File: config.mk
export PLATFORM = sky130hd
export DESIGN_NAME = instruction_fetch_unit
export DESIGN_NICKNAME = d
export VERILOG_FILES = /design/src/rtl/rv_pipeline_pkg.sv /design/src/rtl/if_id_register.sv /design/src/rtl/instruction_fetch_unit.sv
export SDC_FILE = /design/constraint.sdc
export NUM_CORES = 1
export LEC_CHECK = 0
export BUFFER_PORTS_ARGS = -buffer_cell sky130_fd_sc_hd__buf_2
export CORE_UTILIZATION = 25
export DETAILED_ROUTE_END_ITERATION = 12
export HOLD_SLACK_MARGIN = 0.12
export SLEW_MARGIN = 15
export SYNTH_ARGS = -nofsm -noshare
export SYNTH_HDL_FRONTEND = slang
export SYNTH_HIERARCHICAL = 1
export SYNTH_SLANG_ARGS = --single-unit
File: constraint.sdc
create_clock -name clk -period 9.4 [get_ports clk]
set_clock_uncertainty 0.2 [all_clocks]
set_input_delay 0.94 -clock clk [delete_from_list [all_inputs] [get_ports clk]]
set_output_delay 0.94 -clock clk [all_outputs]
set_load 0.05 [all_outputs]
File: src/rtl/rv_pipeline_pkg.sv
// Shared definitions for the single-issue pipeline: widths, bubble encoding,
// fetch FSM states and the IF/ID bundle.
package rv_pipeline_pkg;

  localparam int unsigned XLEN = 64;
  localparam int unsigned ILEN = 32;

  localparam logic [ILEN-1:0] NOP_INSTR = 32'h0000_0013;  // addi x0,x0,0

  typedef enum logic [1:0] {
    ST_BOOT = 2'd0,
    ST_RUN  = 2'd1,
    ST_HALT = 2'd2
  } fetch_state_e;

  typedef struct packed {
    logic [XLEN-1:0] pc;
    logic [ILEN-1:0] instr;
    logic            valid;
  } if_id_t;

endpackage : rv_pipeline_pkg

File: src/rtl/if_id_register.sv
// IF/ID pipeline register: squash inserts a bubble, load captures a fetched
// instruction, otherwise the contents hold.
module if_id_register #(
  parameter logic [rv_pipeline_pkg::ILEN-1:0] NOP_INSTR = rv_pipeline_pkg::NOP_INSTR
) (
  input  logic                             clk,
  input  logic                             reset,
  input  logic                             i_load,
  input  logic                             i_squash,
  input  logic [rv_pipeline_pkg::XLEN-1:0] i_pc,
  input  logic [rv_pipeline_pkg::ILEN-1:0] i_instr,
  output rv_pipeline_pkg::if_id_t          o_if_id
);
  import rv_pipeline_pkg::*;

  if_id_t r_if_id;

  // NOTE: async reset is in the sensitivity list so the register clears
  // without waiting for a clock edge.
  always_ff @(posedge clk or posedge reset) begin
    if (reset) begin
      r_if_id <= '{pc: '0, instr: NOP_INSTR, valid: 1'b0};
    end else if (i_squash) begin
      // The PC field is left as-is; a bubble is identified by valid alone.
      r_if_id.instr <= NOP_INSTR;
      r_if_id.valid <= 1'b0;
    end else if (i_load) begin
      r_if_id <= '{pc: i_pc, instr: i_instr, valid: 1'b1};
    end
  end

  assign o_if_id = r_if_id;

endmodule : if_id_register

File: src/rtl/instruction_fetch_unit.sv
// IF stage: owns the PC and fetch FSM (BOOT/RUN/HALT), drives the instruction
// memory address and feeds the IF/ID register.
module instruction_fetch_unit #(
  parameter logic [rv_pipeline_pkg::XLEN-1:0] RESET_PC   = 64'd0,
  parameter logic [rv_pipeline_pkg::XLEN-1:0] PC_STEP    = 64'd4,
  parameter logic [rv_pipeline_pkg::XLEN-1:0] IMEM_BYTES = 64'd16,
  parameter logic [rv_pipeline_pkg::ILEN-1:0] NOP_INSTR  = rv_pipeline_pkg::NOP_INSTR
) (
  input  logic                             clk,
  input  logic                             reset,
  input  logic                             Stall,
  input  logic                             BranchTaken,
  input  logic [rv_pipeline_pkg::XLEN-1:0] BranchTarget,
  input  logic [rv_pipeline_pkg::ILEN-1:0] Instruction,
  output logic [rv_pipeline_pkg::XLEN-1:0] InstructionAddress,
  output logic [rv_pipeline_pkg::XLEN-1:0] IF_ID_PC,
  output logic [rv_pipeline_pkg::ILEN-1:0] IF_ID_Instruction,
  output logic                             IF_ID_Valid,
  output logic                             FetchFault,
  output logic [31:0]                      FetchCount
);
  import rv_pipeline_pkg::*;

  fetch_state_e    r_state;
  fetch_state_e    w_next_state;
  logic [XLEN-1:0] r_pc;
  logic [XLEN-1:0] w_next_pc;
  logic            r_fault;
  logic [31:0]     r_count;
  logic            w_pc_illegal;
  logic            w_load;
  logic            w_squash;
  logic            w_fault_set;
  logic            w_count_inc;
  if_id_t          w_if_id;

  assign w_pc_illegal = (r_pc[1:0] != 2'b00) || (r_pc >= IMEM_BYTES);

  // NOTE: every output of this block gets a default first, so no path can
  // leave a signal unassigned and infer a latch.
  always_comb begin
    w_next_state = r_state;
    w_next_pc    = r_pc;
    w_load       = 1'b0;
    w_squash     = 1'b0;
    w_fault_set  = 1'b0;
    w_count_inc  = 1'b0;
    unique case (r_state)
      ST_BOOT: begin
        w_next_state = ST_RUN;
        if (BranchTaken) w_next_pc = BranchTarget;
      end
      ST_RUN: begin
        // Branch outranks the fault check: a bad target faults one edge later.
        if (BranchTaken) begin
          w_next_pc = BranchTarget;
          w_squash  = 1'b1;
        end else if (w_pc_illegal) begin
          w_next_state = ST_HALT;
          w_fault_set  = 1'b1;
          w_squash     = 1'b1;
        end else if (!Stall) begin
          w_next_pc   = r_pc + PC_STEP;
          w_load      = 1'b1;
          w_count_inc = 1'b1;
        end
      end
      ST_HALT: ;
      default: w_next_state = ST_HALT;
    endcase
  end

  // NOTE: sequential state uses non-blocking assignments so all registers
  // update together from the values sampled at the edge.
  always_ff @(posedge clk or posedge reset) begin
    if (reset) begin
      r_state <= ST_BOOT;
      r_pc    <= RESET_PC;
      r_fault <= 1'b0;
      r_count <= '0;
    end else begin
      r_state <= w_next_state;
      r_pc    <= w_next_pc;
      if (w_fault_set) r_fault <= 1'b1;
      if (w_count_inc && (r_count != 32'hFFFF_FFFF)) r_count <= r_count + 32'd1;
    end
  end

  if_id_register #(
    .NOP_INSTR (NOP_INSTR)
  ) u_if_id (
    .clk      (clk),
    .reset    (reset),
    .i_load   (w_load),
    .i_squash (w_squash),
    .i_pc     (r_pc),
    .i_instr  (Instruction),
    .o_if_id  (w_if_id)
  );

  assign InstructionAddress = r_pc;
  assign IF_ID_PC           = w_if_id.pc;
  assign IF_ID_Instruction  = w_if_id.instr;
  assign IF_ID_Valid        = w_if_id.valid;
  assign FetchFault         = r_fault;
  assign FetchCount         = r_count;

endmodule : instruction_fetch_unit

==> impl_results.md <==
* Vias per cell at about 4.7
* EDFF count, synth at 0
* Core Box Area at 0.0349 mm^2
* Pleak at 5.59 nW
* Mux contribution to synthesized area at 14.0%
* Netlist cell types at 56
* Cell area after synthesis at 0.00896 mm^2
* Storage cell area at 0.00491 mm^2
* Clock slew at reported path FFs at 0.08 ns
* RR Startpoint: InstructionAddress[54]
* Die area at around 0.037 mm^2
* Die height at between 150 and 200 um
* Flops & latches, synth at 196
* Average wire per standard cell at ~19 um
* Clock sink count at 196
* FP Rows at slightly below 70
* R2R cell count at 7
* Startpoint class of the critical path: flip-flop
* DIE WIDTH at 191 um
* # hold bufs at CTS at 0
* Avg Cell Area, Syn at 11.5 um^2
* Mapped Cells at 782
* Status: completed
* Peak supply drop at between 0.0001 and 0.00015 V
* Cell Pwr Density at 225 mW/mm^2
* Syn-to-layout area delta at 27.5%
* Filler Cell Count at 3,577
* First-pass GRT wire length at 44,500 um
* Final Cell Area at 0.0114 mm^2
* FF-to-FF setup slack at approximately 4.5 ns
* Routability cong. at 0.788
* # nets final at approximately 1.2k
* Compound-Gate Fraction of Synth Area at 7.21%
* CTS tree: built
* Number of gates resized after CTS at 0
* Final period util at 52.5%
* Syn_nets at 885
* Area of the multi-input gates at 0.00376 mm^2
* Max Slew Vio Count at 0
* Worst hold path type: flip-flop to flip-flop
* Placed Area at 0.0108 mm^2
* Leading cell type in the layout, fill and taps excluded: buf_2
* Max FO, Critical Path at 37
* Final setup vio count at 0
* Post-Synth Simple-Gate Area at 16.9%
* CTS buffer count at 17
* Post-CTS setup buffers at 0
* Top cells by area, synth: dfrtp_1, mux2_4, nor2_1
* WL final at 29,900 um
* TNS Setup at 0 ns
* Initial DRC Count at 376
* Vias at 7,171
* Unrepaired setup endpoints after global routing: no
* Required @ worst endpoint at 9.54 ns
* IO buf count at 293
* Tot GR Track Use at 16.4%
* Commonest cells after routing, fill and taps aside: buf_2, dfrtp_1, nor2_1
* Number of global-route vias before repair at 7,065
* Synth top area share at 53.9%
* CTS max path bufs at 2
* Later-pin clock latency in the skew report at approximately 0.45 ns
* Initial antenna violation count at 11
* Worst hold stages at 1
* H-tree depth at 4
* Reg2reg end: u_if_id/o_if_id[40]
* CTS root buf: clkbuf_16
* Global route overflow at 0
* Worst-Margin Slew at approximately 1.1 ns
* Final core area utilization at between 30% and 40%
* Synth Area in XOR/XNOR at between 3 and 4%
* Starting Density at 25.7%
* Residual DRC at 0
* Arr. time, crit path at 5.07 ns
* Crit. End Element: flip-flop
* Max-cap violations at 0
* DP HPWL at 21,900 um
* Share of cells above drive strength 1 at 38.8%
* Ports at around 290
* Initial DRT Pass Iterations at 4
* HP Start: FetchFault
* Ys async rst share at between 90% and 100%
* Largest family of logic cells by synthesized area: simple AND/OR/NAND/NOR gates
* Path type of the worst setup path: flip-flop to flip-flop
* Final antenna-violating net count at 0
* Hold Path End: FetchFault
* Worst relative slew slack at a little under a quarter
* Period minus WS final at approximately 4.9 ns
* Ys flop type: dfrtp_1
* Synth warn at 6
* Post-synth top area cell: dfrtp_1
* Largest net degree at the start of global routing at 60
* Synth Area in Adders at less than 1%
* Sequential cell area fraction in the yosys report at a little over half
* Final Hold Vio Count at 0
* Fmax at 203 MHz
==> layout make-up <==
type                            count  area share [%]
Tap cell                          455            4.99
Multi-Input combinational cell    537            32.9
Clock buffer                       18            3.85
Clock inverter                     14            1.21
Antenna cell                        9           0.197
Timing Repair Buffer              302            13.4
Inverter                           11           0.405
Sequential cell                   196            43.0
==> layer usage <==
metal	routed length, um	global-route usage, %	up-vias
li1	-	-	3363
met1	13400	21.5	3534
met2	13900	25.5	239
met3	2160	4.99	31
met4	403	5.65	4
met5	22	0	-
==> critical path, stage by stage, from the launching register on <==
cell and delay [ns]:
dfrtp_1 0.47, nor4_1 0.74, nand4_1 0.40, nor4_4 0.69
and2_2 0.98, nor2b_4 0.31, buf_4 0.56, mux2_2 0.40
==> kinds of logic (layout without fill, tap and decap cells) <==
family / count (synthesis) / count (layout)
DFF: 196 / 196
AOI/OAI and AO/OA: 101 / 101
buffers and inverters: 49 / 345
xor gates and xnor gates: 31 / 31
adders and majority gates: 3 / 3
other: 0 / 9
muxes: 95 / 95
and+or+nand+nor: 307 / 307
==> cell usage after synthesis, drive strengths merged, types with 2 or more instances <==
master and n:
xnor2 25, nand3 23, xor2 6, nand2b 7
nor4 21, and4 10, and2 5, ha 3
mux2 65, a22oi 4, nor2b 5, a21oi 37
buf 21, or4 2, clkbuf 17, o22ai 22
a211o 3, mux2i 30, inv 11, and3 7
o21ai 8, nand2 89, o22a 8, dfrtp 193
dfstp 3, o32ai 6, nor3 7, nand4 28
o2bb2ai 2, nor2 96, a31oi 4
==> stage by stage <==
| step | std cells | worst slack, ns | total power, W | hold WS [ns] |
|---|---|---|---|---|
| 3_5_place_dp | 1501 | 4.34 | 0.00186 | 0.250 |
| 4_1_cts | 1533 | 4.33 | 0.00260 | 0.270 |
| 6_report | 1542 | 4.46 | 0.00256 | 0.271 |
| 3_3_place_gp | 1501 | 4.38 | 0.00185 | 0.251 |
| 5_1_grt | 1538 | 4.20 | 0.00268 | 0.281 |
| 2_1_floorplan | 782 | 5.67 | 0.00159 | 0.283 |
==> report_power, final <==
group          total, W  switching (W)  internal (W)
clock network  0.000733       0.000372      0.000361
registers       0.00113       0.000189      0.000940
logic          0.000703       0.000536      0.000166
==> how the worst max path moves through the flow <==
stage	slack [ns]	to	startpoint
final	4.46	u_if_id/o_if_id[40]	InstructionAddress[54]
after global routing	4.20	u_if_id/o_if_id[40]	InstructionAddress[54]
after CTS	4.33	u_if_id/o_if_id[42]	InstructionAddress[54]
after detailed placement	4.34	u_if_id/o_if_id[42]	InstructionAddress[54]
after global placement	4.38	u_if_id/o_if_id[42]	InstructionAddress[54]
after floorplan	5.67	FetchCount[0]	reset
==> registers in the layout (all words and copies together) (netlist names) <==
register / count
r_state: 2
u_if_id/o_if_id: 97
FetchFault: 1
InstructionAddress: 64
FetchCount: 32
Note: power is estimated with default switching activity, not from simulation.
